**src/rtl/tone_arbiter.sv**
```systemverilog
// tone_arbiter: three-requester tone arbiter with fixed-priority alarm, round-robin
// key/sequence requesters, preemption of non-alarm tones, and a square-wave speaker driver.
module tone_arbiter (
    input  logic        clock,
    input  logic        reset,
    input  logic [2:0]  req,
    input  logic [8:0]  code,
    input  logic [17:0] dur,
    output logic [2:0]  gnt,
    output logic [2:0]  done,
    output logic [2:0]  abort,
    output logic        busy,
    output logic [2:0]  sound,
    output logic        speaker
);
    typedef enum logic [1:0] {IDLE, PLAY, GAP} state_t;
    state_t state;
    logic rr;
    logic [1:0] pick;
    logic [2:0] pcode, thr, tc;
    logic [5:0] pdur, cnt;
    logic silent;
    // rr set means requester 2 is favoured when 1 and 2 both request
    always_comb begin
        pick = req[0] ? 2'd0 : (req[1] && !(req[2] && rr)) ? 2'd1 : 2'd2;
        pcode = pick == 2'd0 ? code[2:0] : pick == 2'd1 ? code[5:3] : code[8:6];
        pdur = pick == 2'd0 ? dur[5:0] : pick == 2'd1 ? dur[11:6] : dur[17:12];
        thr = (sound == 3'd5) ? 3'd1 : sound + 3'd2;
        silent = sound[2] & sound[1];
    end
    assign busy = state != IDLE;
    always_ff @(posedge clock) begin
        if (reset) begin
            state <= IDLE;
            rr <= 1'b0;
            cnt <= '0;
            tc <= '0;
            gnt <= '0;
            done <= '0;
            abort <= '0;
            sound <= '0;
            speaker <= 1'b0;
        end else begin
            done <= '0;
            abort <= '0;
            case (state)
                IDLE: if (|req) begin
                    state <= PLAY;
                    gnt <= 3'b001 << pick;
                    sound <= pcode;
                    cnt <= pdur;
                    tc <= '0;
                    speaker <= 1'b0;
                    if (pick != 2'd0) rr <= pick == 2'd1;
                end
                PLAY: if (req[0] && !gnt[0]) begin
                    abort <= gnt;
                    gnt <= 3'b001;
                    sound <= code[2:0];
                    cnt <= dur[5:0];
                    tc <= '0;
                    speaker <= 1'b0;
                end else if (cnt == '0) begin
                    state <= GAP;
                    done <= gnt;
                    gnt <= '0;
                    sound <= '0;
                    cnt <= 6'd1;
                    tc <= '0;
                    speaker <= 1'b0;
                end else begin
                    cnt <= cnt - 6'd1;
                    tc <= (silent || tc > thr) ? 3'd0 : tc + 3'd1;
                    speaker <= silent ? 1'b0 : (tc > thr) ? ~speaker : speaker;
                end
                GAP: if (cnt == '0) state <= IDLE; else cnt <= cnt - 6'd1;
                default: state <= IDLE;
            endcase
        end
    end
endmodule
```
**config.mk**
```make
export PLATFORM = sky130hd
export DESIGN_NAME = tone_arbiter
export DESIGN_NICKNAME = d
export VERILOG_FILES = /design/src/rtl/tone_arbiter.sv
export SDC_FILE = /design/constraint.sdc
export NUM_CORES = 1
export LEC_CHECK = 0
export ABC_AREA = 1
export BUFFER_PORTS_ARGS = -buffer_cell sky130_fd_sc_hd__buf_2
export CAP_MARGIN = 10
export CORE_UTILIZATION = 45
export CTS_CLUSTER_SIZE = 14
export DETAILED_ROUTE_END_ITERATION = 10
export PLACE_DENSITY = 0.7
export SLEW_MARGIN = 20
export SYNTH_ARGS = -nofsm -noshare
export SYNTH_HDL_FRONTEND = slang
export SYNTH_SLANG_ARGS = --single-unit
```
**constraint.sdc**
```tcl
create_clock -name clock -period 1.9 [get_ports clock]
set_input_delay 0.19 -clock clock [delete_from_list [all_inputs] [get_ports clock]]
set_output_delay 0.19 -clock clock [all_outputs]
set_load 0.005 [all_outputs]
```
Yosys cells after proc, flatten, opt, wreduce, memory -nomap -nowiden
Cells that the tools add are included.
{"block": "op_classes", "shifts": 1, "n_bitwise": 5, "reduce_logical": 22, "muxes": 35, "order_cmp": 1, "n_addsub": 3, "n_eq_ne": 11}
{"op": "$mux W3", "count": 12}
{"op": "$mux W6", "count": 6}
{"op": "$pmux W3 S2", "count": 3}
{"op": "$pmux W6 S3", "count": 1}
{"op": "$mux W2", "count": 6}
{"op": "$reduce_and A3 Y1", "count": 4}
{"op": "$ne A2 B2 Y1 const B", "count": 5}
{"op": "$logic_not A6 Y1", "count": 1}
{"op": "$pmux W2 S3", "count": 1}
{"op": "$reduce_bool A2 Y1", "count": 3}
{"op": "$reduce_or A3 Y1", "count": 2}
{"op": "$sub A6 B1 Y6 const B", "count": 1}
{"op": "$mux W1", "count": 5}
{"op": "$ne A5 B5 Y1 const B", "count": 1}
{"op": "$eq A2 B1 Y1 const B", "count": 2}
{"op": "$logic_not A2 Y1", "count": 2}
{"op": "$not A1 Y1", "count": 4}
{"op": "$reduce_and A4 Y1", "count": 1}
{"op": "$reduce_or A4 Y1", "count": 1}
{"op": "$add A3 B1 Y3 const B", "count": 1}
{"op": "$add A3 B2 Y3 const B", "count": 1}
{"op": "$eq A3 B3 Y1 const B", "count": 1}
{"op": "$gt A3 B3 Y1", "count": 1}
{"op": "$logic_and A1 B1 Y1", "count": 3}
{"op": "other kinds (9)", "count": 10}
{"block": "word_totals", "word_cells": 87, "output_inout_bits": 14, "register_bits": 25}

Logic depth before layout (Yosys ltp)
Gate-level depths: netlist of the first run.
{"block": "depth", "ltp_word": 10, "ltp_mapped": 12}

Least setup slack after synthesis of the first run
No wires, ideal clock.
{"block": "synth_path", "path_kind": "reg2reg", "start": "reg sound[1]", "end": "reg speaker", "period_less_slack_ns": 1.522, "required_time_ns": 1.785, "n_path_buf": 0, "setup_slack_ns": 0.378, "arrival_time_ns": 1.407, "path_stages_with_launch": 10, "path_cell_list": "dfxtp_1 -> ha_1 -> nand2_1 -> ha_1 -> a21oi_1 -> nand2_1 -> nand2_1 -> nand2_2 -> a21oi_1 -> nor2_1"}
{"block": "synth_between", "elab_chain_len": 5, "elab_cells_between_ends": 11, "classes_between": "1 x add/sub; 1 x order compare; 2 x eq/ne; 5 x mux; 1 x bitwise; 1 x reduce/logical"}
{"element": "start: declaration", "line": "13", "source": "output logic [2:0] sound,"}
{"element": "start signal: assignment", "line": "50", "source": "sound <= pcode;"}
{"element": "start signal: assignment", "line": "59", "source": "sound <= code[2:0];"}
{"element": "$add A3 B2 Y3 (tied with other cells)", "line": "28", "source": "thr = (sound == 3'd5) ? 3'd1 : sound + 3'd2;"}
{"element": "$mux W3 / $mux W1 (equally long branches)", "line": "28, 74"}
{"element": "$gt A3 B3 Y1 / $mux W1 (equally long branches)", "line": "74, 63"}
{"element": "$ne A5 B5 Y1 (no line) / $mux W1 (equally long branches)"}
{"element": "$reduce_and A3 Y1 (no line) / $pmux W1 S2 (equally long branches)"}
{"element": "end signal: assignment", "line": "74", "source": "speaker <= silent ? 1'b0 : (tc > thr) ? ~speaker : speaker;"}
{"element": "end: declaration", "line": "14", "source": "output logic speaker"}
Several ways; a longest one is shown, not always the timed one.
A chain may end at the register's enable or synchronous reset.

Worst setup path after layout of the first run
{"block": "layout_path", "start": "reg state[1]", "end": "reg sound[0]"}
{"block": "layout_between", "elab_chain_len": 3, "elab_cells_between_ends": 7, "classes_between": "3 x eq/ne; 1 x mux; 3 x reduce/logical"}
{"element": "start: declaration", "line": "17", "source": "state_t state;"}
{"element": "start signal: assignment", "line": "34", "source": "state <= IDLE;"}
{"element": "start signal: assignment", "line": "48", "source": "state <= PLAY;"}
{"element": "start signal: assignment", "line": "64", "source": "state <= GAP;"}
{"element": "$eq A2 B1 Y1 / $logic_not A2 Y1 (equally long branches)", "line": "46", "source": "case (state)"}
{"element": "$ne A3 B3 Y1 (no line) (tied with other cells)"}
{"element": "$reduce_and A3 Y1 (no line)"}
Several ways; a longest one is shown, not always the timed one.

==> results of run 1 <==
==> worst max path at each step <==
stage	startpoint	to	cells after the start	slack [ns]
2_1_floorplan	sound[1]	speaker	9	0.38
3_3_place_gp	state[1]	sound[1]	9	0.27
3_5_place_dp	state[1]	sound[0]	11	0.25
4_1_cts	state[1]	sound[0]	11	0.22
5_1_grt	state[1]	sound[0]	11	0.03
6_report	state[1]	sound[0]	11	0.25
==> per-stage QoR <==
| step | hold slack [ns] | utilization (%) |
|---|---|---|
| finish | 0.219 | 55.4 |
| global route | 0.211 | 55.4 |
| CTS | 0.216 | 55.4 |
| detailed placement | 0.457 | 54.0 |
| global placement | 0.453 | 54.0 |
| floorplan | 0.420 | - |
==> flip-flops by register name, indices dropped and copies added, names as in the netlist <==
| signal | cells |
|---|---|
| abort | 3 |
| cnt | 6 |
| done | 3 |
| gnt | 3 |
| rr | 1 |
| sound | 3 |
| speaker | 1 |
| state | 2 |
| tc | 3 |
==> layout make-up <==
| cell class | count | area (um2) |
|---|---|---|
| clock buffers | 3 | 41.3 |
| clock inverters | 1 | 7.51 |
| fillers | 376 | 1630 |
| inverters | 27 | 105 |
| multi-input cells | 197 | 1090 |
| flip-flops and latches | 25 | 500 |
| well taps | 48 | 60.1 |
| repair buffers | 45 | 225 |
==> metal layers <==
layer  global-route usage [%]  wire length (um)  vias up  share of wire [%]
met2                     37.1              1780       39                 46
met4                     5.97                25        0               0.65
li1                         -                 -      908                  -
met1                     26.7              1930      703                 50
met3                     2.68               139        2                3.6
met5                        0                 0        -                  0
==> cell usage in the layout (no fill, tap or decap) <==
master and n:
nand3_2 1, a21oi_1 17, nand3b_1 4, nand4_1 7, o21ai_2 1, nand2_2 9
buf_2 45, xnor2_1 1, clkinvlp_4 1, inv_2 2, dfxtp_1 25, nor3_1 2
conb_1 1, nor2_8 1, nand2_4 4, nor2_1 30, nor2_2 2, ha_1 11
inv_1 23, nand3_1 24, nand2_1 62, o21ai_0 9, inv_4 1, xor2_1 1
clkinv_2 1, a21oi_2 5, or2_1 1, clkbuf_8 3, a211oi_2 1, nor2_4 3
==> power by group through the flow <==
stage / Sequential [mW] / Combinational, mW / Clock [mW]
after global routing: 0.864 / 2.20 / 0.365
final: 0.846 / 1.89 / 0.327
after detailed placement: 0.853 / 1.90 / 0
after CTS: 0.844 / 1.91 / 0.336
after floorplan: 0.830 / 1.51 / 0
after global placement: 0.853 / 1.88 / 0
==> logic make-up after synthesis <==
family,share of synthesized area (%)
buffers and inverters,8.24
AND/OR/NAND/NOR,42.4
other,0.217
adder cells (fa/ha/maj),7.95
AO/OA/AOI/OAI,11.3
XOR/XNOR,1.01
flip-flops,28.9
==> results.cfg, run 1 <==
[status]
status = finished clean

[sta]
fin_worst_skew_ns = 0.00234
setup_viol_count_final = 0
tns_ns = 0
hold_viol = 0
fin_crit_sh_pct = 87.0
fin_ws_ns = 0.246
drv_slew = 0
min_period_ns = 1.65
fmaxAchievable_mhz = 605
rsz0062_at_grt = no

[flow_run]
drv_cap = 0

[logic_synthesis]
postSynthCellCount = 256
synth-edff-count = 0
ys_ff_latch = 25
synthTopCellsByArea = dfxtp_1 29%, nand2_1 13%, ha_1 8.0%, nand3_1 6.9%, nor2_1 6.5%
synthFlopType = dfxtp_1
async_reset_ff_share_pct = 0
post-synth-top-count-cell = nand2_1
synth_area_um2 = 1730
synth_area_leader_cell = dfxtp_1
avgSynthCellArea_um2 = 6.76
seq_area_frac_synth_pct = 28.9
yosys_warnings = 0
synth_common_cells = 62 x nand2_1, 30 x nor2_1, 25 x dfxtp_1
synth_top_area_share_pct = 28.9
synth_nets = 299
yosysUniqueCellTypes = 31

[place]
dp_cells = 342
dp_worst_setup_slack_ns = 0.248
gp_congestion = 0.778
placed_cell_area_um2 = 1980
hpwl_um = 3140
io_buffers = 45

[finish]
drive_above_1_share_pct = 26.8
fin_nets = 342
synthToLayoutAreaGrowth_pct = 17.1
antenna_cells = 0
final_cells = 346
final_area_um2 = 2030

[pwr]
power_frac_comb_pct = 61.7
ir_drop_v = 0.000495
p_sw_mw = 1.51
pwr-share-clk_pct = 10.7
pwr-share-seq_pct = 27.6
p_sw_share_pct = 49.3
p_int_mw = 1.55
p_leak_nw = 1.02
power.total_mw = 3.07
power_density_nw_per_um2 = 1510

[floorplan]
die_x_um = 64.0
core_um2 = 3660
rows = 22
die-area_um2 = 4100
ios = 46
die_height_um = 64.0
initial_core_util_pct = 47.3

[global_routing]
grt_first_pass_wirelength_um = 6810
first_global_vias = 1603
gr-total-overflow = 0
antenna_found_initial = 0
grtUsageTotal_pct = 21.1
grt_max_degree = 19

[worst_setup_path]
r2r-end = sound[0]
critPathLaunchType = flop
rrSetupSlack_ns = 0.25
r2r_start = state[1]
crit_type = reg2reg
path_cells = inv_1, ha_1, inv_2, nor2_4, nand2_4, nand2_4, clkinv_2, nand2_1, nand3_1, nand2_1, inv_1
cp_max_fo = 10
crit_path_end_kind = flop
max_stage_delay_ns = 0.38
arrival_ns = 1.83
critPathBufInv = 4
crit_family = simple AND/OR/NAND/NOR gates
r2r_cells = 11
required_ns = 2.08
crit_slowest_cell = ha_1

[clock_tree]
post_cts_resized = 0
cts_tree = yes
cts_buffers = 3
clkTransAtPathRegs_ns = 0.09
cts.sinks = 25
clock_path_buffers = 2
cts-hold-fix-buffers = 0
root_buffer = clkbuf_8
post-cts-setup-buffer-count = 0
clkLatencyLatePin_ns = 0.27
htreeDepth = 1

[route]
wl_per_cell_um = 11.2
via_per_inst = 4.77
wl_um = 3870
num_vias = 1652
drt_iter0_drc = 62
drtAntennaViolNets = 0
drc = 0
drtPass1Iterations = 4

[worst_hold_path]
hp-start = reset
timing.hold.worst_endpoint = cnt[4]
hold_class = in2reg
hold_depth = 2
(Power assumes the default switching activity.)
==> run 2, diff against run 1 <==
- CORE_UTILIZATION: 45 -> 25
- PLACE_DENSITY: 0.7 -> not set
- SLEW_MARGIN: 20 -> not set
==> run 2 against run 1 <==
Effect of this change:
- flip-flop and latch count did not move
- clock power rose by 3%
- critical path depth fell by 1
- critical endpoint is now tc[2]
- total power rose by 0.24%
- highest routed layer unchanged
==> results.cfg, run 2 (synthesis gave the netlist of run 1 again) <==
[finish]
fin_util_pct = 31.7
synthToLayoutAreaGrowth_pct = 19.7
antenna_cells = 0
largest-register = cnt
fillCellCount = 739
regArea_um2 = 500
final_cell_mix = 62 x nand2_1, 45 x buf_2, 30 x nor2_1, 25 x dfxtp_1, 24 x nand3_1
largest_reg_flops = 6
final_common_cell = nand2_1
drive_above_1_share_pct = 27.1
multi_input_area_um2 = 1090
fin_nets = 343

[pwr]
p_sw_share_pct = 49.4
pwr-share-clk_pct = 10.9
pwr-share-seq_pct = 27.5
power.total_mw = 3.07
power_frac_comb_pct = 61.6
p_int_mw = 1.56
power_density_nw_per_um2 = 1480
ir_drop_v = 0.000615
p_sw_mw = 1.52
p_leak_nw = 1.02

[sta]
rsz0062_at_grt = no
fmaxAchievable_mhz = 606
drv_slew = 0
hold_viol = 0
tns_ns = 0
setup_viol_count_final = 0
fin_crit_sh_pct = 86.8
fin_worst_skew_ns = 0.00546
min_period_ns = 1.65

[worst_hold_path]
hold_class = in2reg
timing.hold.worst_endpoint = cnt[5]
hp-start = reset
hold_depth = 2

[global_routing]
first_global_vias = 1566
antenna_found_initial = 0
gr-total-overflow = 0
grt_max_degree = 19
grtUsageTotal_pct = 11.6
grt_first_pass_wirelength_um = 6820

[clock_tree]
cts_tree = yes
clkLatencyLatePin_ns = 0.28
clock_path_buffers = 2
post_cts_resized = 0
clkTransAtPathRegs_ns = 0.10
root_buffer = clkbuf_8
htreeDepth = 1
post-cts-setup-buffer-count = 0
cts_buffers = 3
cts-hold-fix-buffers = 0
cts.sinks = 25

[worst_setup_path]
crit_type = reg2reg
path_cells = ha_1, nand2_1, ha_1, a21oi_1, nand2_1, nand2_1, nand2_2, nand2_2, nand2_2, a21oi_2
r2r-end = tc[2]
rrSetupSlack_ns = 0.25
crit_slowest_cell = dfxtp_1
max_stage_delay_ns = 0.35
critPathBufInv = 0
r2r_cells = 10
arrival_ns = 1.87
required_ns = 2.12
critPathLaunchType = flop
r2r_start = sound[2]
crit_family = adder cells
cp_max_fo = 4
crit_path_end_kind = flop

[route]
drc = 0
num_vias = 1714
drtPass1Iterations = 4
wl_um = 4170
drt_iter0_drc = 50
via_per_inst = 4.56
drtAntennaViolNets = 0
wl_per_cell_um = 11.1

[floorplan]
die_height_um = 85.2
initial_core_util_pct = 26.5
die-area_um2 = 7260
ios = 46
rows = 29
core_um2 = 6530
die_x_um = 85.2

[place]
hpwl_um = 3420
gp_congestion = 0.817
io_buffers = 45

[status]
status = finished clean

[flow_run]
drv_cap = 0
==> run 2: cell count changes in the layout (fill, tap and decap cells not counted) <==
cell and delta:
buf_4 +1
==> run 2: how the worst max path moves through the flow <==
stage                          end  slack (ns)      from  cells past startpoint
final                        tc[2]        0.25  sound[2]                     10
after global routing      sound[0]         0.1  state[1]                     11
after CTS                    tc[2]        0.23  sound[2]                     10
after detailed placement     tc[1]        0.25  sound[2]                     10
after global placement    sound[0]        0.29  state[1]                     11
after floorplan            speaker        0.38  sound[1]                      9
==> run 2: metal layers <==
layer / vias up / track usage (%) / share of wire, %
met5: - / 0 / 0
met4: 0 / 1.85 / 0.46
met3: 2 / 2.72 / 4.8
met2: 35 / 20.1 / 47
met1: 761 / 14.9 / 48
li1: 916 / - / -
==> run 2: area by class of cell <==
cell class / instances / share of cell area, %
Multi-Input combinational cell: 197 / 52.5
Sequential cell: 25 / 24.2
Timing Repair Buffer: 46 / 11.2
Inverter: 27 / 5.08
Tap cell: 77 / 4.65
Clock buffer: 3 / 1.99
Clock inverter: 1 / 0.363
==> run 2: stage by stage <==
stage,worst slack [ns],hold slack (ns),area (um2),cells
after CTS,0.225,0.217,2070,376
after detailed placement,0.253,0.458,2020,372
after global routing,0.0970,0.227,2070,376
after global placement,0.287,0.454,2020,372
final,0.251,0.214,2070,376
after floorplan,0.378,0.420,1730,256
==> run 2: worst register-to-register path, delay by kind of cell, from the launching register on <==
kind / cells / cell delay [ns]
AOI/OAI and AO/OA: 2 / 0.27
adders and majority gates: 2 / 0.58
DFF: 1 / 0.35
and+or+nand+nor: 6 / 0.39
==> run 2: power by group through the flow <==
stage	registers, mW	clock network, mW	logic, mW
after global routing	0.869	0.368	2.16
after CTS	0.845	0.346	1.92
after floorplan	0.830	0	1.51
after detailed placement	0.857	0	1.91
after global placement	0.852	0	1.89
final	0.844	0.336	1.89
